## src/rtl/mem_port_arbiter_pkg.sv

```systemverilog
// Shared types and constants for the IF/LS memory-port arbiter: FSM states,
// request owner and the MemOp codes the core puts on the memory port.
package mem_port_arbiter_pkg;

  localparam int XLEN_DEFAULT = 64;

  typedef enum logic [1:0] {
    ST_IDLE = 2'd0,
    ST_ADDR = 2'd1,
    ST_DATA = 2'd2
  } arb_state_e;

  typedef enum logic {
    OWN_IF = 1'b0,
    OWN_LS = 1'b1
  } owner_e;

  typedef logic [2:0] mem_op_t;

  localparam mem_op_t MEMOP_LB  = 3'd0;
  localparam mem_op_t MEMOP_LH  = 3'd1;
  localparam mem_op_t MEMOP_LW  = 3'd2;
  localparam mem_op_t MEMOP_LD  = 3'd3;
  localparam mem_op_t MEMOP_LBU = 3'd4;
  localparam mem_op_t MEMOP_LHU = 3'd5;
  localparam mem_op_t MEMOP_LWU = 3'd6;

  // Instruction fetches always go out as a 32-bit load.
  localparam mem_op_t IF_MEM_OP = MEMOP_LW;

  // Picks the 32-bit instruction out of the aligned 64-bit memory word.
  function automatic logic [31:0] fetch_word(input logic hi, input logic [63:0] w);
    return hi ? w[63:32] : w[31:0];
  endfunction

endpackage

```

## src/rtl/mem_port_arbiter_arb_select.sv

```systemverilog
// Winner selection between fetch and load/store: LS has fixed priority, but
// after MAX_CONSEC back-to-back LS grants with a fetch waiting, IF goes first.
module arb_select
  import mem_port_arbiter_pkg::*;
#(
  parameter int MAX_CONSEC = 4
) (
  input  logic clk,
  input  logic rst_n,
  input  logic arb_en,
  input  logic if_req,
  input  logic ls_req,
  output logic if_gnt,
  output logic ls_gnt
);

  localparam int CW = $clog2(MAX_CONSEC + 1);
  localparam logic [CW-1:0] CONSEC_MAX = CW'(MAX_CONSEC);

  logic [CW-1:0] consec;
  logic          if_starved;

  assign if_starved = (consec == CONSEC_MAX) && if_req;

  always_comb begin
    ls_gnt = arb_en && ls_req && !if_starved;
    if_gnt = arb_en && if_req && !ls_gnt;
  end

  // Only LS grants that actually bypass a waiting fetch count toward starvation.
  always_ff @(posedge clk or negedge rst_n) begin
    if (!rst_n) begin
      consec <= '0;
    end else if (if_gnt) begin
      consec <= '0;
    end else if (ls_gnt) begin
      if (!if_req)
        consec <= '0;
      else if (consec != CONSEC_MAX)
        consec <= consec + CW'(1);
    end
  end

endmodule

```

## src/rtl/mem_port_arbiter.sv

```systemverilog
// Single-outstanding memory port shared by instruction fetch and load/store,
// with per-transaction timeout abort and registered response steering.
module mem_port_arbiter
  import mem_port_arbiter_pkg::*;
#(
  parameter int XLEN       = XLEN_DEFAULT,
  parameter int MAX_CONSEC = 4,
  parameter int TIMEOUT    = 255
) (
  input  logic            clk,
  input  logic            rst_n,
  input  logic            if_req,
  input  logic [XLEN-1:0] if_addr,
  output logic            if_gnt,
  output logic            if_rvalid,
  output logic [31:0]     if_rdata,
  input  logic            ls_req,
  input  logic [XLEN-1:0] ls_addr,
  input  logic            ls_wen,
  input  logic [2:0]      ls_op,
  input  logic [XLEN-1:0] ls_wdata,
  output logic            ls_gnt,
  output logic            ls_rvalid,
  output logic [XLEN-1:0] ls_rdata,
  output logic            rsp_err,
  output logic            mem_valid,
  input  logic            mem_ready,
  output logic [XLEN-1:0] mem_addr,
  output logic            mem_wen,
  output logic [2:0]      mem_op,
  output logic [XLEN-1:0] mem_wdata,
  input  logic            mem_rvalid,
  input  logic [XLEN-1:0] mem_rdata,
  output logic            busy
);

  // The abort is decided on the last waiting cycle so the error response
  // lands exactly TIMEOUT cycles after the grant cycle.
  localparam logic [7:0] TMO_LAST = 8'(TIMEOUT - 2);

  arb_state_e state, state_nxt;
  owner_e     owner;
  logic [7:0] tcnt;
  logic       arb_en;
  logic       grant;
  logic       tmo;
  logic       complete;
  logic       abort;
  logic       finish;

  assign arb_en = rst_n && (state == ST_IDLE);
  assign grant  = if_gnt || ls_gnt;
  assign tmo    = (tcnt == TMO_LAST);
  assign finish = complete || abort;

  arb_select #(
    .MAX_CONSEC (MAX_CONSEC)
  ) u_arb_select (
    .clk    (clk),
    .rst_n  (rst_n),
    .arb_en (arb_en),
    .if_req (if_req),
    .ls_req (ls_req),
    .if_gnt (if_gnt),
    .ls_gnt (ls_gnt)
  );

  always_ff @(posedge clk or negedge rst_n) begin
    if (!rst_n) state <= ST_IDLE;
    else        state <= state_nxt;
  end

  always_comb begin
    state_nxt = state;
    unique case (state)
      ST_IDLE: if (grant) state_nxt = ST_ADDR;
      ST_ADDR: begin
        if (mem_ready && mem_rvalid) state_nxt = ST_IDLE;
        else if (tmo)                state_nxt = ST_IDLE;
        else if (mem_ready)          state_nxt = ST_DATA;
      end
      ST_DATA: if (mem_rvalid || tmo) state_nxt = ST_IDLE;
      default: state_nxt = ST_IDLE;
    endcase
  end

  always_comb begin
    mem_valid = (state == ST_ADDR);
    busy      = (state != ST_IDLE);
    complete  = ((state == ST_ADDR) && mem_ready && mem_rvalid) ||
                ((state == ST_DATA) && mem_rvalid);
    abort     = busy && tmo && !complete;
  end

  // Request latch: fields are captured on the grant edge and held until the next grant.
  always_ff @(posedge clk or negedge rst_n) begin
    if (!rst_n) begin
      owner     <= OWN_IF;
      mem_addr  <= '0;
      mem_wen   <= 1'b0;
      mem_op    <= '0;
      mem_wdata <= '0;
    end else if (ls_gnt) begin
      owner     <= OWN_LS;
      mem_addr  <= ls_addr;
      mem_wen   <= ls_wen;
      mem_op    <= ls_op;
      mem_wdata <= ls_wdata;
    end else if (if_gnt) begin
      owner     <= OWN_IF;
      mem_addr  <= if_addr;
      mem_wen   <= 1'b0;
      mem_op    <= IF_MEM_OP;
      mem_wdata <= '0;
    end
  end

  always_ff @(posedge clk or negedge rst_n) begin
    if (!rst_n)      tcnt <= '0;
    else if (grant)  tcnt <= '0;
    else if (busy)   tcnt <= tcnt + 8'd1;
  end

  // Response stage: one-cycle rvalid to the owner, data zeroed on abort.
  always_ff @(posedge clk or negedge rst_n) begin
    if (!rst_n) begin
      if_rvalid <= 1'b0;
      ls_rvalid <= 1'b0;
      rsp_err   <= 1'b0;
      if_rdata  <= '0;
      ls_rdata  <= '0;
    end else begin
      if_rvalid <= finish && (owner == OWN_IF);
      ls_rvalid <= finish && (owner == OWN_LS);
      rsp_err   <= abort;
      if (finish && (owner == OWN_IF))
        if_rdata <= abort ? '0 : fetch_word(mem_addr[2], mem_rdata[63:0]);
      if (finish && (owner == OWN_LS))
        ls_rdata <= abort ? '0 : mem_rdata;
    end
  end

endmodule
```

## config.mk

```make
export PLATFORM = sky130hd
export DESIGN_NAME = mem_port_arbiter
export DESIGN_NICKNAME = d
export VERILOG_FILES = /design/src/rtl/mem_port_arbiter_pkg.sv /design/src/rtl/mem_port_arbiter_arb_select.sv /design/src/rtl/mem_port_arbiter.sv
export SDC_FILE = /design/constraint.sdc
export NUM_CORES = 1
export LEC_CHECK = 0
export ABC_CLOCK_PERIOD_IN_PS = 2000
export BUFFER_PORTS_ARGS = -buffer_cell sky130_fd_sc_hd__buf_2
export CAP_MARGIN = 20
export CORE_AREA = 4 4 195 197
export DETAILED_ROUTE_END_ITERATION = 12
export DIE_AREA = 0 0 199 201
export PLACE_DENSITY = 0.58
export SYNTH_ARGS = -nofsm -noshare
export SYNTH_HDL_FRONTEND = slang
export SYNTH_SLANG_ARGS = --single-unit
```

## constraint.sdc

```tcl
create_clock -name clk -period 2 [get_ports clk]
set_input_delay 0.4 -clock clk [delete_from_list [all_inputs] [get_ports clk]]
set_output_delay 0.4 -clock clk [all_outputs]
set_load 0.01 [all_outputs]
```

# Word level (Yosys, flattened, before mapping)
# Index checks and enable logic that the tools add are counted.
dict set report op_classes {
  n_addsub 2
  n_eq_ne 9
  mux 24
  bitwise 1
  reduce_logical 27
}
# operator n
set op_table {}
lappend op_table {{two-way mux 64 bit} 5}
lappend op_table {{two-way mux 32 bit} 2}
lappend op_table {{two-way mux 3 bit} 6}
lappend op_table {{two-way mux 8 bit} 2}
lappend op_table {{logical AND 1 bit} 14}
lappend op_table {{two-way mux 2 bit} 5}
lappend op_table {{adder 8 x 1 -> 8 bit, second input constant} 1}
lappend op_table {{equality test 8 bit, second input constant} 1}
lappend op_table {{case mux 2 bit (3 select lines)} 1}
lappend op_table {{nonzero test 2 bit} 3}
lappend op_table {{logical OR 1 bit} 4}
lappend op_table {{!= test 2 bit, second input constant} 2}
lappend op_table {{!= test 4 x 1 -> 1 bit, second input constant} 1}
lappend op_table {{adder 3 x 1 -> 3 bit, second input constant} 1}
lappend op_table {{equality test 3 bit, second input constant} 1}
lappend op_table {{logical NOT 1 bit} 3}
lappend op_table {{two-way mux 1 bit} 3}
lappend op_table {{!= test 3 x 1 -> 1 bit, second input constant} 1}
lappend op_table {{!= test 3 bit, second input constant} 1}
lappend op_table {{AND reduction 3 bit} 1}
lappend op_table {{equality test 2 x 1 -> 1 bit, second input constant} 1}
lappend op_table {{equality test 2 bit, second input constant} 1}
lappend op_table {{logical NOT 2 bit} 1}
lappend op_table {{AND reduction 2 bit} 1}
lappend op_table {{NOT 1 bit} 1}
dict set report word_totals {
  register_bits 245
  out_inout_bits 235
  elab_cells 76
}

# Logic depth before layout (Yosys ltp)
dict set report depth {
  word_depth 9
  depth_mapped 8
}

# Cells and area by module
# A second synthesis with hierarchy kept.
dict set report unflattened {
  hier_cells 1011
  hier_area_um2 11272.1
}
# mod instances cells_per_inst area_per_inst_um2
set modules_own_cells {}
lappend modules_own_cells {mem_port_arbiter 1 988 11079.4}
lappend modules_own_cells {arb_select 1 23 192.7}

# Worst setup path after synthesis
# No wires, ideal clock.
dict set report synth_path {
  path_type {register to output}
  start {reg state[1]}
  end {out if_gnt}
  t_arrival_ns 1.506
  setup_slack_ns 0.094
  stages_incl_launch_ff 6
  n_path_buf 3
  path_cell_list {dfrtp_1 > nor4bb_1 > clkbuf_1 > buf_4 > buf_4 > a21boi_0}
}
dict set report synth_between {
  elab_chain_len 6
  word_cells_on_any_way 7
  cone_classes {reduce/logical (7)}
}
# element line
set synth_rtl {}
lappend synth_rtl {{start, declared} mem_port_arbiter.sv:41} ;# arb_state_e state, state_nxt;
lappend synth_rtl {{start signal, assigned} mem_port_arbiter.sv:70} ;# else state <= state_nxt;
lappend synth_rtl {{logical NOT 2 bit (*)} mem_port_arbiter.sv:51} ;# assign arb_en = rst_n && (state == ST_IDLE);
lappend synth_rtl {{logical AND 1 bit (*)} mem_port_arbiter.sv:51}
lappend synth_rtl {{logical AND 1 bit (2 in a row)} mem_port_arbiter_arb_select.sv:26} ;# ls_gnt = arb_en && ls_req && !if_starved;
lappend synth_rtl {{logical NOT 1 bit} mem_port_arbiter_arb_select.sv:27} ;# if_gnt = arb_en && if_req && !ls_gnt;
lappend synth_rtl {{logical AND 1 bit (*)} mem_port_arbiter_arb_select.sv:27}
lappend synth_rtl {{end, declared} mem_port_arbiter.sv:14} ;# output logic if_gnt,
# Mark *: on every way between the ends. The rest lies on a longest branch, timed or not.

# Final worst setup path
# Same ends and word-level chain as after synthesis.

==> run metrics <==
number of endpoints with negative hold slack in the final report=0; Setup Total Neg Slack=-7.03 ns; count of vias placed by the detailed router=9857; via density per instance=5.05; number of nets at the end of the flow=1729; number of nets with antenna violations after detailed routing=0; Netlist Area Pre-Place=11300 um^2; clock latency on the worst-skew pair=0.57 ns; final weighted congestion in routability-driven placement=0.818; worst setup path end=if_gnt; WL per Instance=21.2 um; total leakage power=8.08 nW; start point of the critical path=state[1]; maximum buffer depth of the clock tree=3; placed wire-length estimate after detailed placement=28200 um; H-Tree Level Count=1; via count of the first global-routing pass=10.2k; outcome=finished, violations left; Slew headroom=0.291; wl on met1=17000 um; proportion of layout cells with a drive suffix above 1=0.526; path type of the worst setup path=reg2out; antenna violations before repair=8; count of placed standard cells including taps=1855; count of port buffers added during placement=500; worst path required time=1.60 ns; largest net degree at the start of global routing=171; slew of the pin with the lowest slew margin=1.06 ns; I/O pin count=501; RSZ-0062 raised after global routing=yes; area used by multi-input combinational logic=4490 um^2; count of endpoints failing setup in the final report=66; clock tree from TritonCTS=done; number of sinks on the clock net=245; synthesized netlist cell count=931; initial core utilization=0.312; Max stage delay cell, worst path=sky130_fd_sc_hd__dfrtp_1; Clock Tree Root=sky130_fd_sc_hd__clkbuf_16; routed length on met2=20100 um; depth of the worst register-to-register path=6; Post-synth EDFFs=0; dominant delay contributor by cell family on the critical path=flip-flops; vertical die dimension=201 um; critical path fanouts, max=2; count of synthesis-stage warnings from yosys=0; number of max-cap violations=0; Core Footprint=36300 um^2; cts bufs inserted=30; flop-to-flop setup slack=-0.17 ns; Final WS setup=-0.204 ns; worst-case clock skew=0.0207 ns; PD cells=1410 nW/um^2; overall track demand over capacity in global routing=0.188; number of violations reported at the end of detailed-routing iteration 0=494; post-route DRC violation count=0; Synth Flop Type=sky130_fd_sc_hd__dfrtp_1; Final Slew Violations=0; failing checks=setup timing; per-instance average area after synthesis=12.1 um^2; post-place instance area=14700 um^2; stages on the worst setup path=4; synth unique cells=44; final worst-path cycle share=1.10; most frequent standard cell in the layout excluding fill and tap cells=sky130_fd_sc_hd__buf_2; area taken by flip-flops and latches=6140 um^2; nature of the critical path endpoint=primary output; remaining global-route overflow=0; VDD IR-drop max=0.809 mV; Post-Route WL=41300 um; category of the worst setup path launch point=register; min-delay worst type=in2async; cell chain of the critical path=nor4bb_4 -> buf_12 -> a21boi_4 -> buf_6; number of buffers inserted for hold repair after clock tree synthesis=0; non-filler cells in the finished layout=1951; Horiz. Die Dim=199 um; post-route standard cell area excluding fillers=16400 um^2; total number of placement rows=70; Synth-to-Final Area Change=44.6%; fraction of synthesis flops using an asynchronous set or reset pin=1.00; Min Hold Slack=0.0377 ns; Top Layer Used=met5; top library cells by usage in the layout, fill and taps aside=495 x sky130_fd_sc_hd__buf_2, 243 x sky130_fd_sc_hd__dfrtp_1, 122 x sky130_fd_sc_hd__mux2_2, 99 x sky130_fd_sc_hd__inv_1, 95 x sky130_fd_sc_hd__o31ai_1; Fillers=3491; die area=40000 um^2; syn nets=1201; sequential area share after synthesis=0.542; Detail Route met3 WL=3200 um; arrival time at the worst endpoint=1.80 ns; reg-to-reg startpoint=state[1]; first-pass GRT wire length=60200 um; Reg clk slew, reported paths=0.05 ns; longest individual stage delay on the worst path=0.41 ns; Max Fclk=0.454 GHz; buffers and inverters on the worst path=2; post-layout min period=2.20 ns; 1st-pass router iterations=5; end of the worst register-to-register path=mem_addr[18]; number of register bits inferred by synthesis=245
worst min-delay path by stage:
stage                                      start                     end  slack [ns]  cells past startpoint
after floorplan                            rst_n             if_rdata[0]        0.10                      0
after global placement    u_arb_select.consec[2]  u_arb_select.consec[2]        0.47                      1
after detailed placement           mem_wdata[25]           mem_wdata[25]        0.48                      1
after CTS                            ls_addr[55]            mem_addr[55]        0.02                      2
after global routing                 ls_addr[57]            mem_addr[57]        0.03                      2
final                                      rst_n                state[0]        0.04                      3
state kept, by name, indices dropped and copies added (netlist names):
signal / flops
ls_rdata: 64
mem_addr: 64
mem_wdata: 64
if_rdata: 32
tcnt: 8
mem_op: 3
u_arb_select.consec: 3
state: 2
if_rvalid: 1
ls_rvalid: 1
mem_wen: 1
owner: 1
rsp_err: 1
cells by family (layout without fill, tap and decap cells):
| group | Yosys count | in the layout | synth area share |
|---|---|---|---|
| other cells | 0 | 5 | 0 |
| compound gates | 286 | 286 | 0.205 |
| flops | 245 | 245 | 0.542 |
| buf+inv | 195 | 742 | 0.0699 |
| mux | 161 | 161 | 0.157 |
| simple gates | 36 | 36 | 0.0187 |
| xor+xnor | 4 | 4 | 0.00310 |
| fa+ha+maj | 4 | 4 | 0.00442 |
timing repair:
item / 4_1_cts / 5_1_grt
endpoints found under the setup margin: 5 / 162
setup buffers: 13 / 20
gates resized for setup: 27 / 12
pin swaps: 3 / 5
gates cloned: 0 / 12
worst register-to-register path: stages (launching register included):
cell	delay (ns)
sky130_fd_sc_hd__dfrtp_1	0.41
sky130_fd_sc_hd__nor4bb_4	0.37
sky130_fd_sc_hd__buf_12	0.15
sky130_fd_sc_hd__buf_4	0.26
sky130_fd_sc_hd__buf_4	0.25
sky130_fd_sc_hd__mux2_2	0.34
sky130_fd_sc_hd__mux2_2	0.26
layout make-up:
class | count | share of cell area
diodes | 5 | 0.000765
clock buffers | 39 | 0.0511
flip-flops and latches | 245 | 0.375
clock inverters | 12 | 0.0150
inverters | 102 | 0.0240
well taps | 468 | 0.0358
multi-input cells | 491 | 0.274
repair buffers | 589 | 0.224
layer usage:
layer  vias up  global-route usage
met5         -                   0
met4        10              0.0410
met3        58              0.0564
met2       393               0.313
met1      4848               0.243
li1       4548                   -
stage by stage:
stage	utilization	setup slack, ns	total power, mW
6_report	0.451	-0.204	23.0
5_1_grt	0.451	-0.274	24.4
4_1_cts	0.439	-0.251	23.1
3_5_place_dp	0.404	0.0121	16.7
3_3_place_gp	0.404	0.0527	16.6
2_1_floorplan	-	0.0945	12.8
Yosys cell counts, types with 2 or more instances:
cell	count	share of area
sky130_fd_sc_hd__nor2b_1	5	0.0028
sky130_fd_sc_hd__nand4_1	2	0.0011
sky130_fd_sc_hd__nand4b_1	2	0.0015
sky130_fd_sc_hd__dfrtp_1	245	0.54
sky130_fd_sc_hd__a211oi_1	2	0.0013
sky130_fd_sc_hd__a21oi_2	2	0.0015
sky130_fd_sc_hd__buf_1	2	0.00066
sky130_fd_sc_hd__nor2_1	9	0.0030
sky130_fd_sc_hd__clkbuf_1	48	0.016
sky130_fd_sc_hd__nand3_1	3	0.0013
sky130_fd_sc_hd__mux2i_1	32	0.028
sky130_fd_sc_hd__or3_1	3	0.0017
sky130_fd_sc_hd__nand2_1	2	0.00066
sky130_fd_sc_hd__o2111ai_1	66	0.051
sky130_fd_sc_hd__buf_2	41	0.018
sky130_fd_sc_hd__o31ai_1	96	0.064
sky130_fd_sc_hd__buf_4	2	0.0013
sky130_fd_sc_hd__ha_1	4	0.0044
sky130_fd_sc_hd__a211o_1	32	0.025
sky130_fd_sc_hd__a31oi_1	2	0.0011
sky130_fd_sc_hd__o21ai_0	7	0.0031
sky130_fd_sc_hd__mux2_2	122	0.12
sky130_fd_sc_hd__xor2_1	3	0.0023
sky130_fd_sc_hd__mux2_1	7	0.0070
sky130_fd_sc_hd__inv_1	101	0.034
sky130_fd_sc_hd__a21oi_1	6	0.0027
sky130_fd_sc_hd__a22o_1	68	0.053
power by group:
group	total [mW]	switching, mW	internal, mW	leakage (nW)
Sequential	8.27	1.24	7.03	3.01
Clock	6.02	2.19	3.82	0.525
Combinational	8.75	4.46	4.29	4.55
Total	23.0	7.90	15.1	8.08
Note: power is estimated with default switching activity, not from simulation.
